<file path="config.mk">
export PLATFORM = sky130hd
export DESIGN_NAME = bus_arbiter
export DESIGN_NICKNAME = d
export VERILOG_FILES = /design/src/rtl/bus_pkg.sv /design/src/rtl/rr_arbiter_2.sv /design/src/rtl/bus_arbiter.sv
export SDC_FILE = /design/constraint.sdc
export NUM_CORES = 1
export LEC_CHECK = 0
export ABC_AREA = 1
export CAP_MARGIN = 40
export CELL_PAD_IN_SITES_DETAIL_PLACEMENT = 0
export CELL_PAD_IN_SITES_GLOBAL_PLACEMENT = 2
export CORE_ASPECT_RATIO = 0.9
export CORE_UTILIZATION = 32
export DETAILED_ROUTE_END_ITERATION = 8
export GPL_TIMING_DRIVEN = 0
export MAX_ROUTING_LAYER = met4
export PLACE_DENSITY = 0.8
export SYNTH_ARGS = -nofsm -noshare
export SYNTH_HDL_FRONTEND = slang
export SYNTH_SLANG_ARGS = --single-unit
</file>
<file path="constraint.sdc">
create_clock -name clk -period 3.6 [get_ports clk]
set_input_delay 0.72 -clock clk [delete_from_list [all_inputs] [get_ports clk]]
set_output_delay 0.72 -clock clk [all_outputs]
set_load 0.02 [all_outputs]
</file>
<file path="src/rtl/bus_pkg.sv">
// Shared definitions for the two-master serial bus arbiter.
package bus_pkg;

  // Transaction-tracking FSM states.
  typedef enum logic [2:0] {
    ST_IDLE    = 3'd0,
    ST_ADDR    = 3'd1,
    ST_WDATA   = 3'd2,
    ST_RDATA   = 3'd3,
    ST_RELEASE = 3'd4
  } state_t;

  // Master identifiers; also the value driven on the bus mux select.
  localparam logic M1 = 1'b0;
  localparam logic M2 = 1'b1;

  // Default serial frame geometry.
  localparam int DEF_ADDR_WIDTH = 12;
  localparam int DEF_DATA_WIDTH = 8;
  localparam int DEF_TIMEOUT    = 255;

  // Larger of two integers, used to size the shared bit counter.
  function automatic int max_int(input int a, input int b);
    return (a > b) ? a : b;
  endfunction

endpackage

</file>
<file path="src/rtl/rr_arbiter_2.sv">
// Two-way round-robin pick: a sole requester wins, a tie goes to the
// master that did not own the bus last.
module rr_arbiter_2
  import bus_pkg::*;
(
  input  logic i_req1,
  input  logic i_req2,
  input  logic i_last,
  output logic o_valid,
  output logic o_winner
);

  // Combinational winner selection.
  always_comb begin
    o_valid  = i_req1 | i_req2;
    o_winner = M1;
    if (i_req1 && i_req2) begin
      o_winner = ~i_last;
    end else if (i_req2) begin
      o_winner = M2;
    end else begin
      o_winner = M1;
    end
  end

endmodule

</file>
<file path="src/rtl/bus_arbiter.sv">
// Serial bus arbiter: grants the shared bus to one of two masters, follows
// the transaction bit by bit and releases the grant on completion, on an
// early request drop, or on an idle timeout.
module bus_arbiter
  import bus_pkg::*;
#(
  parameter int ADDR_WIDTH = DEF_ADDR_WIDTH,
  parameter int DATA_WIDTH = DEF_DATA_WIDTH,
  parameter int TIMEOUT    = DEF_TIMEOUT
) (
  input  logic clk,
  input  logic rst,
  input  logic m1_breq,
  input  logic m2_breq,
  output logic m1_bgrant,
  output logic m2_bgrant,
  input  logic m1_mvalid,
  input  logic m2_mvalid,
  input  logic m1_mode,
  input  logic m2_mode,
  input  logic svalid,
  output logic msel,
  output logic busy,
  output logic timeout
);

  localparam int BW = $clog2(max_int(ADDR_WIDTH, DATA_WIDTH) + 1);
  localparam int IW = $clog2(TIMEOUT + 1);

  state_t          r_state;
  logic            r_owner;
  logic            r_last_grant;
  logic            r_mode;
  logic [BW-1:0]   r_bit_cnt;
  logic [IW-1:0]   r_idle_cnt;
  logic            r_m1_bgrant;
  logic            r_m2_bgrant;
  logic            r_busy;
  logic            r_timeout;

  state_t          w_state_nxt;
  logic            w_owner_nxt;
  logic            w_last_nxt;
  logic            w_mode_nxt;
  logic [BW-1:0]   w_bit_nxt;
  logic [IW-1:0]   w_idle_nxt;
  logic            w_timeout_nxt;
  logic            w_grant_nxt;

  logic            w_req_any;
  logic            w_winner;
  logic            w_own_mvalid;
  logic            w_own_breq;
  logic            w_own_mode;
  logic            w_mode_eff;
  logic            w_data_bit;
  logic            w_idle_expired;

  rr_arbiter_2 u_rr (
    .i_req1   (m1_breq),
    .i_req2   (m2_breq),
    .i_last   (r_last_grant),
    .o_valid  (w_req_any),
    .o_winner (w_winner)
  );

  // Only the owning master's serial signals are observed.
  assign w_own_mvalid   = (r_owner == M2) ? m2_mvalid : m1_mvalid;
  assign w_own_breq     = (r_owner == M2) ? m2_breq   : m1_breq;
  assign w_own_mode     = (r_owner == M2) ? m2_mode   : m1_mode;
  // Mode comes from the live input on the first address bit, else the latch.
  assign w_mode_eff     = (r_bit_cnt == {BW{1'b0}}) ? w_own_mode : r_mode;
  assign w_data_bit     = (r_state == ST_WDATA) ? w_own_mvalid : svalid;
  assign w_idle_expired = (r_idle_cnt == IW'(TIMEOUT - 1));

  // Next-state, counter and pulse logic for the transaction tracker.
  always_comb begin
    w_state_nxt   = r_state;
    w_owner_nxt   = r_owner;
    w_last_nxt    = r_last_grant;
    w_mode_nxt    = r_mode;
    w_bit_nxt     = r_bit_cnt;
    w_idle_nxt    = r_idle_cnt;
    w_timeout_nxt = 1'b0;
    case (r_state)
      ST_IDLE: begin
        w_bit_nxt  = {BW{1'b0}};
        w_idle_nxt = {IW{1'b0}};
        if (w_req_any) begin
          w_state_nxt = ST_ADDR;
          w_owner_nxt = w_winner;
        end else begin
          w_state_nxt = ST_IDLE;
        end
      end
      ST_ADDR: begin
        if (w_own_mvalid) begin
          w_idle_nxt = {IW{1'b0}};
          w_mode_nxt = w_mode_eff;
          if (r_bit_cnt == BW'(ADDR_WIDTH - 1)) begin
            w_bit_nxt   = {BW{1'b0}};
            w_state_nxt = w_mode_eff ? ST_WDATA : ST_RDATA;
          end else begin
            w_bit_nxt = r_bit_cnt + BW'(1);
          end
        end else if (r_bit_cnt == {BW{1'b0}}) begin
          // Before the first bit the request may still be withdrawn.
          if (!w_own_breq) begin
            w_state_nxt = ST_RELEASE;
          end else begin
            w_state_nxt = ST_ADDR;
          end
        end else if (w_idle_expired) begin
          w_state_nxt   = ST_RELEASE;
          w_timeout_nxt = 1'b1;
        end else begin
          w_idle_nxt = r_idle_cnt + IW'(1);
        end
      end
      ST_WDATA, ST_RDATA: begin
        if (w_data_bit) begin
          w_idle_nxt = {IW{1'b0}};
          if (r_bit_cnt == BW'(DATA_WIDTH - 1)) begin
            w_bit_nxt   = {BW{1'b0}};
            w_state_nxt = ST_RELEASE;
          end else begin
            w_bit_nxt = r_bit_cnt + BW'(1);
          end
        end else if (w_idle_expired) begin
          w_state_nxt   = ST_RELEASE;
          w_timeout_nxt = 1'b1;
        end else begin
          w_idle_nxt = r_idle_cnt + IW'(1);
        end
      end
      ST_RELEASE: begin
        w_last_nxt  = r_owner;
        w_bit_nxt   = {BW{1'b0}};
        w_idle_nxt  = {IW{1'b0}};
        w_state_nxt = ST_IDLE;
      end
      default: begin
        w_state_nxt = ST_IDLE;
        w_bit_nxt   = {BW{1'b0}};
        w_idle_nxt  = {IW{1'b0}};
      end
    endcase
  end

  assign w_grant_nxt = (w_state_nxt == ST_ADDR) || (w_state_nxt == ST_WDATA) ||
                       (w_state_nxt == ST_RDATA);

  // State, counters and registered outputs.
  always_ff @(posedge clk) begin
    if (rst) begin
      r_state      <= ST_IDLE;
      r_owner      <= M1;
      r_last_grant <= M2;
      r_mode       <= 1'b0;
      r_bit_cnt    <= {BW{1'b0}};
      r_idle_cnt   <= {IW{1'b0}};
      r_m1_bgrant  <= 1'b0;
      r_m2_bgrant  <= 1'b0;
      r_busy       <= 1'b0;
      r_timeout    <= 1'b0;
    end else begin
      r_state      <= w_state_nxt;
      r_owner      <= w_owner_nxt;
      r_last_grant <= w_last_nxt;
      r_mode       <= w_mode_nxt;
      r_bit_cnt    <= w_bit_nxt;
      r_idle_cnt   <= w_idle_nxt;
      r_m1_bgrant  <= w_grant_nxt && (w_owner_nxt == M1);
      r_m2_bgrant  <= w_grant_nxt && (w_owner_nxt == M2);
      r_busy       <= (w_state_nxt != ST_IDLE);
      r_timeout    <= w_timeout_nxt;
    end
  end

  assign m1_bgrant = r_m1_bgrant;
  assign m2_bgrant = r_m2_bgrant;
  assign msel      = r_owner;
  assign busy      = r_busy;
  assign timeout   = r_timeout;

endmodule

</file>
==> flow_metrics.py <==
metrics = {
    "synth": {
        "syn-cell-area_um2": 1320,
        "synth_common_cells": "74 x nand2_1, 24 x inv_1, 22 x dfxtp_1",
        "synth_area_leaders": "dfxtp_1 33%, nand2_1 21%, inv_1 6.8%, a21oi_1 5.7%, nor2_1 5.4%",
        "yosysTopAreaCell": "dfxtp_1",
        "synth_warnings": 0,
        "synth-seq-cells": 22,
        "synth_edf_count": 0,
        "synth.distinct_cells": 28,
        "syn-mean-instance-area_um2": 6.27,
        "syn_inst": 211,
        "yosysMostFrequentCell": "nand2_1",
        "synth.top_cell.area_share": 0.333,
        "syn_nets": 224,
        "async_reset_ff_frac": 0,
        "ys_seq_area_frac": 0.333,
        "synth_flop_cell": "dfxtp_1",
    },
    "cts": {
        "cts_root_buf": "clkbuf_8",
        "htreeDepth": 1,
        "cts_setup_buffers": 0,
        "path_clk_slew_ps": 90,
        "cts_tree": "yes",
        "cts_resized": 0,
        "cts_buffers": 3,
        "cts.sinks": 22,
        "clkLatencyLatePin_ps": 270,
        "clockBufferDepth": 2,
        "cts_hold_buf": 0,
    },
    "setup_path": {
        "path_class": "flip-flop to output port",
        "crit_chain": "clkdlybuf4s50_1",
        "crit_arrival_ps": 1380,
        "required_ps": 2880,
        "ff2ff_setup_slack_ps": 1900,
        "cpPeakStageDelay_ps": 650,
        "critPathBufInv": 1,
        "crit_slowest_cell": "clkdlybuf4s50_1",
        "startpoint_type": "flip-flop",
        "path_max_fanout": 7,
        "cp-end-kind": "output port",
        "critical_path.top_delay_family": "buffers and inverters",
    },
    "sta": {
        "tightest_slew_ps": 482,
        "max_slew_margin": 0.679,
        "whs_ps": 494,
        "drv_slew": 0,
        "finalCriticalPeriod_ps": 2100,
        "hold_viol": 0,
        "finalSetupTns_ps": 0,
        "fin_crit_sh": 0.584,
        "setup_viol_count_final": 0,
        "rsz0062_at_grt": "false",
        "clock_skew_ps": 7.27,
        "max_freq_ghz": 0.476,
    },
    "floorplan": {
        "ios": 14,
        "placementRows": 21,
        "start_util": 0.345,
        "fp.dieW_um": 69.8,
        "fp.coreArea_um2": 3840,
        "die_h_um": 63.0,
        "dieArea_um2": 4390,
    },
    "final_layout": {
        "area_growth_pct": 18.4,
        "drive_gt1_frac": 0.0877,
        "utilization": 0.408,
        "layout.nets": 242,
        "n_antenna_cell": 0,
    },
    "run_status": {
        "status": "completed",
    },
    "pwr": {
        "p_sw_w": 0.000170,
        "power_frac_clock": 0.320,
        "p_int_w": 0.000399,
        "p_per_area_nw_per_um2": 363,
        "leakage_nw": 0.724,
        "power_frac_seq": 0.466,
        "power_frac_comb": 0.214,
        "ir_drop_v": 0.000151,
        "power.share.switching": 0.299,
    },
    "routing": {
        "postRouteAntennaNets": 0,
        "routed_wirelength_um": 3030,
        "vias": 1286,
        "wl_per_cell_um": 11.1,
        "drt-initial-drc-count": 74,
        "drc": 0,
        "vias_per_cell": 4.69,
        "drtPass1Iterations": 4,
    },
    "grt": {
        "grt-ovfl-total": 0,
        "grt_antenna_before_repair": 0,
        "grt_max_degree": 13,
        "grt_pass1_wl_um": 5340,
        "groute.usage.overall": 0.156,
        "grt_pass1_vias": 1155,
    },
    "run": {
        "maxCapViolCount": 0,
    },
    "placement": {
        "gp_congestion": 0.782,
        "dp_hpwl_um": 2390,
        "portBuffers": 13,
    },
    "min_path": {
        "hp-class": "flip-flop to flip-flop",
    },
}
==> per-layer routing <==
metal | share of wire | wire length, um | vias to the layer above | GRT usage
met5 | 0 | 0 | - | -
met4 | 0.0059 | 18 | 0 | 0.0375
met3 | 0.025 | 75 | 2 | 0.0306
met2 | 0.42 | 1280 | 9 | 0.221
met1 | 0.55 | 1660 | 578 | 0.225
li1 | - | - | 697 | -
==> cell type report <==
class	count	area, um^2
sequential	22	440
inverter	31	120
tap	46	57.6
fill	425	2270
timing repair buffer	13	130
clock buffer	4	55.1
multi-input combinational	157	758
buffer	1	3.75
==> kinds of logic (layout without fill, tap and decap cells) <==
| family | Yosys count | after routing | share of synthesized area |
|---|---|---|---|
| buffers and inverters | 32 | 49 | 0.0937 |
| AO/OA/AOI/OAI | 30 | 30 | 0.119 |
| flip-flops | 22 | 22 | 0.333 |
| AND/OR/NAND/NOR | 121 | 121 | 0.403 |
| XOR/XNOR | 2 | 2 | 0.0132 |
| adder cells (fa/ha/maj) | 4 | 4 | 0.0378 |
==> sequential cells by signal, summed over array words and instances, names as in the netlist <==
register / flops
r_idle_cnt: 8
r_bit_cnt: 4
r_state: 3
busy: 1
m1_bgrant: 1
m2_bgrant: 1
msel: 1
r_last_grant: 1
r_mode: 1
timeout: 1
==> power by group through the flow <==
| stage | Combinational (W) | Sequential (W) | Clock, W |
|---|---|---|---|
| 5_1_grt | 0.000140 | 0.000266 | 0.000198 |
| 4_1_cts | 0.000123 | 0.000265 | 0.000192 |
| 6_report | 0.000122 | 0.000265 | 0.000182 |
| 2_1_floorplan | 0.0000774 | 0.000274 | 0 |
| 3_5_place_dp | 0.000123 | 0.000270 | 0 |
| 3_3_place_gp | 0.000122 | 0.000270 | 0 |
==> metrics by stage <==
step                      cell area, um^2  power, W  instances  setup WS [ps]
after floorplan                      1320  0.000352        211           2050
after global placement               1510  0.000392        270           1400
after detailed placement             1510  0.000393        270           1380
after CTS                            1570  0.000580        274           1480
after global routing                 1570  0.000605        274           1440
final                                1570  0.000568        274           1500
==> final timing paths <==
| path | from | endpoint | depth (start not counted) |
|---|---|---|---|
| worst max-delay path | msel$_SDFF_PP0_ | msel | 1 |
| worst min-delay path | r_last_grant$_SDFFE_PP1N_ | r_last_grant$_SDFFE_PP1N_ | 2 |
| worst max register to register | r_bit_cnt[0]$_SDFFE_PP0P_ | r_idle_cnt[0]$_SDFFE_PP0P_ | 9 |
| worst min register to register | r_last_grant$_SDFFE_PP1N_ | r_last_grant$_SDFFE_PP1N_ | 2 |
==> placed cells by master (no fill, tap or decap), types with 4 or more instances in the layout <==
master,synthesis,layout
clkdlybuf4s50_1,0,13
inv_1,24,24
ha_1,4,4
nor2_1,19,19
clkbuf_8,0,4
nand2_1,74,74
a21oi_1,15,15
inv_2,4,4
nand3_1,13,13
o21ai_0,11,11
dfxtp_1,22,22
Note: power is estimated with default switching activity, not from simulation.
